<file path="src/rtl/shiftreg_univ.sv">
// Universal SIZE-bit shift/rotate register with an automatic Start/Busy/Done serial transfer sequencer.
// Optional registered Parity output enabled by defining SHIFTREG_PARITY_EN.
module shiftreg_univ #(
    parameter  int SIZE  = 8,
    localparam int CNT_W = $clog2(SIZE + 1)
) (
    input  logic            Clk,
    input  logic            Rst,
    input  logic            Load,
    input  logic            En,
    input  logic            Start,
    input  logic [1:0]      Mode,
    input  logic            SerIn,
    input  logic [SIZE-1:0] DataIn,
    output logic            SerOut,
    output logic [SIZE-1:0] DataOut,
    output logic            Busy,
    output logic            Done
`ifdef SHIFTREG_PARITY_EN
   ,output logic            Parity
`endif
);

    typedef enum logic [1:0] {
        S_IDLE  = 2'd0,
        S_SHIFT = 2'd1,
        S_DONE  = 2'd2
    } state_t;

    state_t           r_state;
    state_t           w_state_nxt;
    logic [SIZE-1:0]  r_reg;
    logic [SIZE-1:0]  w_reg_nxt;
    logic [CNT_W-1:0] r_cnt;
    logic [CNT_W-1:0] w_cnt_nxt;
    logic [1:0]       r_mode;
    logic [1:0]       w_mode_nxt;
    logic             w_out_sel;

    function automatic logic [SIZE-1:0] f_step(input logic [SIZE-1:0] v,
                                               input logic [1:0]      m,
                                               input logic            s);
        case (m)
            2'b00:   f_step = {v[SIZE-2:0], s};
            2'b01:   f_step = {s, v[SIZE-1:1]};
            2'b10:   f_step = {v[SIZE-2:0], v[SIZE-1]};
            default: f_step = {v[0], v[SIZE-1:1]};
        endcase
    endfunction

    // NOTE: every output of this block gets a default first, so no path leaves one unassigned and no latch is inferred.
    always_comb begin
        w_state_nxt = r_state;
        w_reg_nxt   = r_reg;
        w_cnt_nxt   = r_cnt;
        w_mode_nxt  = r_mode;
        case (r_state)
            S_IDLE: begin
                if (Load) begin
                    w_reg_nxt = DataIn;
                end else if (Start) begin
                    w_reg_nxt   = DataIn;
                    w_mode_nxt  = Mode;
                    w_cnt_nxt   = CNT_W'(SIZE);
                    w_state_nxt = S_SHIFT;
                end else if (En) begin
                    w_reg_nxt = f_step(r_reg, Mode, SerIn);
                end
            end
            S_SHIFT: begin
                if (Load) begin
                    w_reg_nxt   = DataIn;
                    w_cnt_nxt   = '0;
                    w_state_nxt = S_IDLE;
                end else begin
                    w_reg_nxt = f_step(r_reg, r_mode, SerIn);
                    w_cnt_nxt = r_cnt - CNT_W'(1);
                    if (r_cnt == CNT_W'(1)) begin
                        w_state_nxt = S_DONE;
                    end
                end
            end
            // The exchanged word is held for the single Done cycle; all requests are dropped.
            S_DONE:  w_state_nxt = S_IDLE;
            default: w_state_nxt = S_IDLE;
        endcase
    end

    // NOTE: sequential state uses non-blocking assignments so every register samples pre-edge values.
    always_ff @(posedge Clk) begin
        if (Rst) begin
            r_state <= S_IDLE;
            r_reg   <= '0;
            r_cnt   <= '0;
            r_mode  <= 2'b00;
        end else begin
            r_state <= w_state_nxt;
            r_reg   <= w_reg_nxt;
            r_cnt   <= w_cnt_nxt;
            r_mode  <= w_mode_nxt;
        end
    end

`ifdef SHIFTREG_PARITY_EN
    logic r_parity;

    always_ff @(posedge Clk) begin
        if (Rst) begin
            r_parity <= 1'b0;
        end else begin
            r_parity <= ^w_reg_nxt;
        end
    end

    assign Parity = r_parity;
`endif

    // A transfer in flight keeps the output tap it started with.
    assign w_out_sel = (r_state == S_SHIFT) ? r_mode[0] : Mode[0];
    assign SerOut    = w_out_sel ? r_reg[0] : r_reg[SIZE-1];
    assign DataOut   = r_reg;
    assign Busy      = (r_state == S_SHIFT);
    assign Done      = (r_state == S_DONE);

endmodule

</file>
<file path="config.mk">
export PLATFORM = sky130hd
export DESIGN_NAME = shiftreg_univ
export DESIGN_NICKNAME = d
export VERILOG_FILES = /design/src/rtl/shiftreg_univ.sv
export SDC_FILE = /design/constraint.sdc
export NUM_CORES = 1
export LEC_CHECK = 0
export CAP_MARGIN = 0
export CORE_MARGIN = 2
export CORE_UTILIZATION = 48
export CTS_BUF_LIST = sky130_fd_sc_hd__clkbuf_8
export CTS_CLUSTER_DIAMETER = 60
export DETAILED_ROUTE_END_ITERATION = 8
export PLACE_DENSITY = 0.8
export SETUP_SLACK_MARGIN = 0.2
export SLEW_MARGIN = 20
export SYNTH_ARGS = -nofsm -noshare
export SYNTH_HDL_FRONTEND = slang
export SYNTH_SLANG_ARGS = --single-unit
</file>
<file path="constraint.sdc">
create_clock -name Clk -period 1.95 [get_ports Clk]
set_clock_uncertainty 0.2 [all_clocks]
set_input_delay 0.2925 -clock Clk [delete_from_list [all_inputs] [get_ports Clk]]
set_output_delay 0.2925 -clock Clk [all_outputs]
set_load 0.005 [all_outputs]
</file>
After elaboration in Yosys (flattened, before gate mapping)
Cells that the tools add are included.
{"block": "word_totals", "register_bits": 16, "inputBits": 16, "out_inout_bits": 11, "elab_cells": 43}
{"block": "classes", "n_addsub": 1, "eq_ne": 11, "n_mux": 18, "bitwise_logic": 1, "n_reduce_logical": 8}
{"operator": "8-bit case mux with 3 select lines", "count": 2}
{"operator": "8-bit 2-to-1 mux", "count": 4}
{"operator": "8-bit case mux with 2 select lines", "count": 1}
{"operator": "4-bit 2-to-1 mux", "count": 3}
{"operator": "3-bit AND reduction", "count": 3}
{"operator": "2-bit 2-to-1 mux", "count": 4}
{"operator": "4-bit case mux with 2 select lines", "count": 1}
{"operator": "2-bit by 1-bit equality test with 1-bit output, second input constant", "count": 3}
{"operator": "2-bit equality test, second input constant", "count": 3}
{"operator": "2-bit zero test", "count": 3}
{"operator": "4-bit by 1-bit equality test with 1-bit output, second input constant", "count": 1}
{"operator": "2-bit != test, second input constant", "count": 2}
{"operator": "4-bit != test, second input constant", "count": 1}
{"operator": "2-bit case mux with 2 select lines", "count": 1}
{"operator": "4-bit by 1-bit subtractor with 4-bit output, second input constant", "count": 1}
{"operator": "3-bit by 2-bit != test with 1-bit output, second input constant", "count": 1}
{"operator": "1-bit 2-to-1 mux", "count": 2}
{"operator": "2-bit AND reduction", "count": 1}
{"operator": "2-bit nonzero test", "count": 1}
{"operator": "1-bit inverter", "count": 1}

Logic depth before layout (Yosys ltp)
Gate-level depths: netlist of run 1.
{"block": "depth", "word_depth": 6, "ltp_mapped": 6, "ltp_nobuf": 5}

Worst setup path before layout of run 1
OpenSTA, ideal clock, no wires.
{"block": "synth_path", "path_kind": "reg2reg", "from": "register r_state[1]", "to": "register r_reg[1] (netlist: DataOut[1])", "setup_ns": 0.132, "arrival_ns": 1.377, "required_time_ns": 1.618, "setup_slack_ns": 0.241, "path_stages_with_launch": 6, "path_buffers": 1, "synth_period_minus_slack_ns": 1.709, "path_cell_list": "dfxtp_1 nand2b_1 buf_6 mux2_2 a221oi_1 o32ai_1"}
{"block": "synth_between", "elab_chain_len": 3, "elab_cells_between_ends": 6, "classes_between": "2 x eq/ne; 1 x mux; 3 x reduce/logical"}
{"item": "start, declared", "line_no": "30", "rtl": "state_t r_state;"}
{"item": "start signal, assigned", "line_no": "97", "rtl": "r_state <= w_state_nxt;"}
{"item": "2-bit zero test / 2-bit by 1-bit equality test with 1-bit output (equally long branches)", "line_no": "57", "rtl": "case (r_state)"}
{"item": "4-bit != test (no source line) / 2-bit nonzero test (equally long branches)"}
{"item": "2-bit AND reduction (no source line)"}
{"item": "end signal, assigned", "line_no": "98", "rtl": "r_reg <= w_reg_nxt;"}
{"item": "end, declared", "line_no": "32", "rtl": "logic [SIZE-1:0] r_reg;"}
Parallel ways exist; a longest one is shown, timed or not.
A chain may end at the register's enable or synchronous reset.

Worst setup path in the final report of run 1
{"block": "layout_path", "from": "register r_state[0]", "to": "register r_reg[1] (netlist: DataOut[1])"}
The elaborated chain is that of the path after synthesis.

==> qor.csv, run 1 <==
metric;value;unit
outcome;complete, no violations;
coreArea;1940;sq um
slew_violations;0;
ys.flop_type;dfxtp_1;
antenna_cells;0;
crit_chain;buf_6 -> nor4_4 -> or2_4 -> or4_4 -> o32ai_1;
grt_use_met3;4.60;%
cts_buffer_depth;2;
met2_usage;45.7;%
fp.dieW;49.0;um
crit_fanout;6;
cpPeakStageDelay;0.58;ns
final_cells;191;
peakVddDrop;539;uV
yosys-top-cells-count;nor2_1, dfxtp_1, inv_1;
numCtsBuffers;3;
cts_root_buffer;clkbuf_8;
dr.first_iter.drc_count;35;
start_util;50.1;%
die_h;49.0;um
period_minus_slack;1.79;ns
ant_nets;0;
dieArea;2400;sq um
htree_levels;1;
fmax;560;MHz
drc;0;
syn-cell-area;972;sq um
firstDrtPassIters;4;
fillCellCount;142;
syn_to_final_growth;53.9;%
cpLargestDelayFamily;simple AND/OR/NAND/NOR gates;
nNetsFinal;183;
synth.area.top_cells;dfxtp_1, nor2_1, a221oi_1;
worst_pin_slew;0.536;ns
grt-busiest-layer;met2;
avgSynthCellArea;7.78;sq um
ys_seq_area_share;32.9;%
grt_pass1_wl;4.97;mm
grt_overflow_total;0;
clock_latency;0.25;ns
row_count;16;
antenna_found_initial;0;
hp-class;reg -> reg;
slew_headroom;64.2;%
yosysMostFrequentCell;nor2_1;
synth_cells;125;
yosys_warnings;0;
start_kind;flip-flop;
final_core_util;77.1;%
place_hpwl;2.01;mm
finalWirelength;3.14;mm
p_leak;0.616;nW
viasPerCell;5.97;
final_cell_area;1500;sq um
synth.net_count;143;
critPathCaptureType;flip-flop;
power_per_cell_area;619;nW/um^2
async_reset_ff_share;0;%
clkSlewWorstSetupHoldPaths;0.07;ns
path_buf_inv;1;
synth_top_area_share;32.9;%
clock_sinks;16;
critPathKind;reg -> reg;
routedWlPerCell;16.4;um
ios;27;
vias;1141;
rsz0062_at_grt;true;
port_buffers;26;
cts_tree;yes;
hold_viol;0;
grt_pass1_vias;1113;
critical_path_arrival;1.74;ns
gr-usage-all-layers;26.5;%
maxCapViolations;0;
placed_cells;183;
synth_edf_count;0;
layout-drive-gt1-share;23.8;%
slowest_stage;or4_4;
synth.largest_area_cell;dfxtp_1;
crit_required;1.91;ns
fin_crit_sh;91.6;%
place_area;1320;sq um
setup_viol;0;
ys_seq_elements;16;
finalWeightedCongestion;0.860;
grt_max_degree;19;
synth_cell_types;33;
grt.met1_usage;32.8;%
[where the power goes]
part           internal (mW)  total [mW]  leakage, nW  switching, mW
Sequential             0.350       0.373        0.133         0.0227
Combinational          0.138       0.253        0.454          0.116
Clock                  0.179       0.299       0.0288          0.120
Total                  0.667       0.926        0.616          0.258
[cell usage in the layout (no fill, tap or decap), types with 4 or more instances in the layout]
cell type and n:
dfxtp_1 13, nor2_1 23, clkdlybuf4s50_1 19, clkbuf_8 4, buf_4 10, dlygate4sd2_1 6, a221oi_1 4, a21oi_1 7
buf_6 4, inv_1 12, mux2i_1 5, nand2_1 4
[cell type report]
| type | instances | area (sq um) | share of cell area, % |
|---|---|---|---|
| sequential | 16 | 324 | 21.7 |
| inverter | 13 | 48.8 | 3.26 |
| timing repair buffer | 41 | 373 | 24.9 |
| tap | 27 | 33.8 | 2.26 |
| clock buffer | 4 | 55.1 | 3.68 |
| multi-input combinational | 90 | 662 | 44.2 |
[what timing repair did]
item | in CTS | in global routing
setup buffers | 1 | 2
endpoints found under the hold margin | 0 | 0
setup endpoints to repair | 15 | 12
hold buffers | 0 | 0
pin swaps | 5 | 5
cloned | 1 | 0
resized for setup | 25 | 9
[cell families (layout without fill, tap and decap cells)]
kind of cell               after synthesis  count (layout)  synth area share [%]
AOI/OAI and AO/OA                       32              32                  23.6
adders and majority gates                2               2                  2.57
buffers and inverters                   19              58                  8.37
DFF                                     16              16                  32.9
muxes                                    7               7                  7.46
and+or+nand+nor                         49              49                  25.1
[sequential cells by signal (all words and copies together) (netlist names)]
| name | flops |
|---|---|
| r_state | 2 |
| DataOut | 8 |
| r_mode | 2 |
| r_cnt | 4 |
[per-stage QoR]
step	setup WS [ns]	hold WS (ns)	total power [mW]	TNS (ns)
after floorplan	0.241	0.240	0.483	0
after global placement	-0.185	0.281	0.588	-1.68
after detailed placement	-0.237	0.290	0.594	-2.07
after CTS	0.0521	0.300	0.909	0
after global routing	0.0921	0.341	0.970	0
final	0.165	0.313	0.926	0
[routing by layer]
metal	vias to the layer above	share of wire (%)
met5	-	0
met4	0	3.4
met3	12	8.2
met2	63	50
met1	536	39
li1	530	-
[tightest hold or removal path, cell delays in order, from the launching register on]
cell and delay (ns):
dfxtp_1 0.33, o21ai_0 0.08, a21oi_1 0.06
[worst paths after layout]
check / slack [ns] / cells after the start / end / start
worst min-delay path: 0.31 / 2 / r_cnt[2] / r_cnt[2]
worst min register to register: 0.31 / 2 / r_cnt[2] / r_cnt[2]
worst max-delay path: 0.16 / 5 / DataOut[1] / r_state[0]
worst max register to register: 0.16 / 5 / DataOut[1] / r_state[0]
Power figures use the tool's default switching activity.
==> run 2, diff against run 1 <==
Settings changed: CTS_CLUSTER_SIZE set to 25, MAX_ROUTING_LAYER set to met4.
==> run 2 against run 1 <==
  * Fmax is 0.49% higher
  * Total power increased by 0.31%
  * First-iteration DRC count fell by 11%
  * Global-route usage rose by 0.74 points
  * Clock power about the same
  * Largest cell class unchanged
==> qor.csv, run 2 (synthesis results as in run 1) <==
metric;value;unit
power_per_cell_area;620;nW/um^2
outcome;complete, no violations;
rsz0062_at_grt;true;
comb_power_share;27.3;%
syn_to_final_growth;53.9;%
clock_latency;0.25;ns
nNetsFinal;183;
worstHoldPathCells;2;
path_depth;5;
hp-class;reg -> reg;
top_layer_used;met4;
maxCapViolations;0;
finalWirelength;3.13;mm
final_common_cell;nor2_1;
pwr-share-seq;40.2;%
fin_crit_sh;91.1;%
crit_required;1.91;ns
final_core_util;77.1;%
port_buffers;26;
swShare;28.1;%
worst_pin_slew;0.531;ns
reg2reg_depth;5;
antenna_cells;0;
route.met2.wl;1.60;mm
layout-drive-gt1-share;23.8;%
clock_sinks;16;
place_hpwl;2.01;mm
dieArea;2400;sq um
grt_max_degree;19;
grt_pass1_wl;4.98;mm
firstDrtPassIters;4;
coreArea;1940;sq um
switchingPower;261;uW
finalWeightedCongestion;0.874;
routedWlPerCell;16.4;um
dp_slack;-0.237;ns
critPathKind;reg -> reg;
ant_nets;0;
cts_tree;yes;
period_minus_slack;1.78;ns
cts_root_buffer;clkbuf_8;
slew_violations;0;
cpPeakStageDelay;0.57;ns
ios;27;
crit_fanout;6;
clkSlewWorstSetupHoldPaths;0.07;ns
met1_length;1.26;mm
p_leak;0.616;nW
gr-usage-all-layers;27.2;%
slowest_stage;or4_4;
peakVddDrop;544;uV
p_int;667;uW
power_frac_clock;32.5;%
vias;1145;
fp.dieW;49.0;um
setup_viol;0;
dr.first_iter.drc_count;31;
path_buf_inv;1;
cts_buffer_depth;2;
die_h;49.0;um
hold_viol;0;
row_count;16;
cpLargestDelayFamily;simple AND/OR/NAND/NOR gates;
grt_overflow_total;0;
drc;0;
antenna_found_initial;0;
setup_slack;0.173;ns
crit_chain;buf_6 -> nor4_4 -> or2_4 -> or4_4 -> o32ai_1;
layout_common_cells;nor2_1, clkdlybuf4s50_1, dfxtp_1;
critPathCaptureType;flip-flop;
fmax;563;MHz
numCtsBuffers;3;
htree_levels;1;
grt_pass1_vias;1113;
start_util;50.1;%
largest_register_ffs;8;
wl_met3;195;um
viasPerCell;5.99;
critical_path_arrival;1.74;ns
fin_total_pwr;928;uW
start_kind;flip-flop;
slew_headroom;64.5;%
[run 2: cell type report]
| class | count | area, sq um |
|---|---|---|
| multi-input cells | 90 | 662 |
| clock buffers | 4 | 55.1 |
| well taps | 27 | 33.8 |
| flip-flops and latches | 16 | 324 |
| fillers | 142 | 445 |
| repair buffers | 41 | 373 |
| inverters | 13 | 48.8 |
[run 2: routing by layer]
metal  global-route usage [%]  up-vias
met1                     32.8      556
met4                     10.0        0
li1                         -      531
met5                        -        -
met3                     4.60        8
met2                     45.7       50
[run 2: worst register-to-register path: stages, from the launching register on]
cell	delay (ns)
dfxtp_2	0.37
buf_6	0.13
nor4_4	0.04
or2_4	0.25
or4_4	0.57
o32ai_1	0.14
[run 2: power by group through the flow]
stage	Sequential, mW	Clock, mW	Combinational (mW)
after floorplan	0.376	0	0.107
after global placement	0.376	0	0.211
after detailed placement	0.378	0	0.215
after CTS	0.372	0.303	0.235
after global routing	0.377	0.322	0.271
final	0.373	0.302	0.254
[run 2: metrics by stage]
| stage | std cells | hold WS (ns) | area [sq um] | setup TNS, ns |
|---|---|---|---|---|
| floorplan | 125 | 0.240 | 972 | 0 |
| global placement | 183 | 0.281 | 1320 | -1.68 |
| global route | 191 | 0.341 | 1500 | 0 |
| detailed placement | 183 | 0.290 | 1320 | -2.07 |
| CTS | 189 | 0.300 | 1460 | 0 |
| finish | 191 | 0.306 | 1500 | 0 |
[run 2: what timing repair did]
item	4_1_cts	5_1_grt
buffers inserted	1	2
hold buffers	0	0
resized for setup	25	9
cloned	1	0
pin swaps	5	5
setup endpoints to repair	15	12
[run 2: final timing paths]
check                                 from          to  slack [ns]
worst max-delay path            r_state[0]  DataOut[1]        0.17
worst min-delay path              r_cnt[3]    r_cnt[3]        0.31
worst max register to register  r_state[0]  DataOut[1]        0.17
worst min register to register    r_cnt[3]    r_cnt[3]        0.31
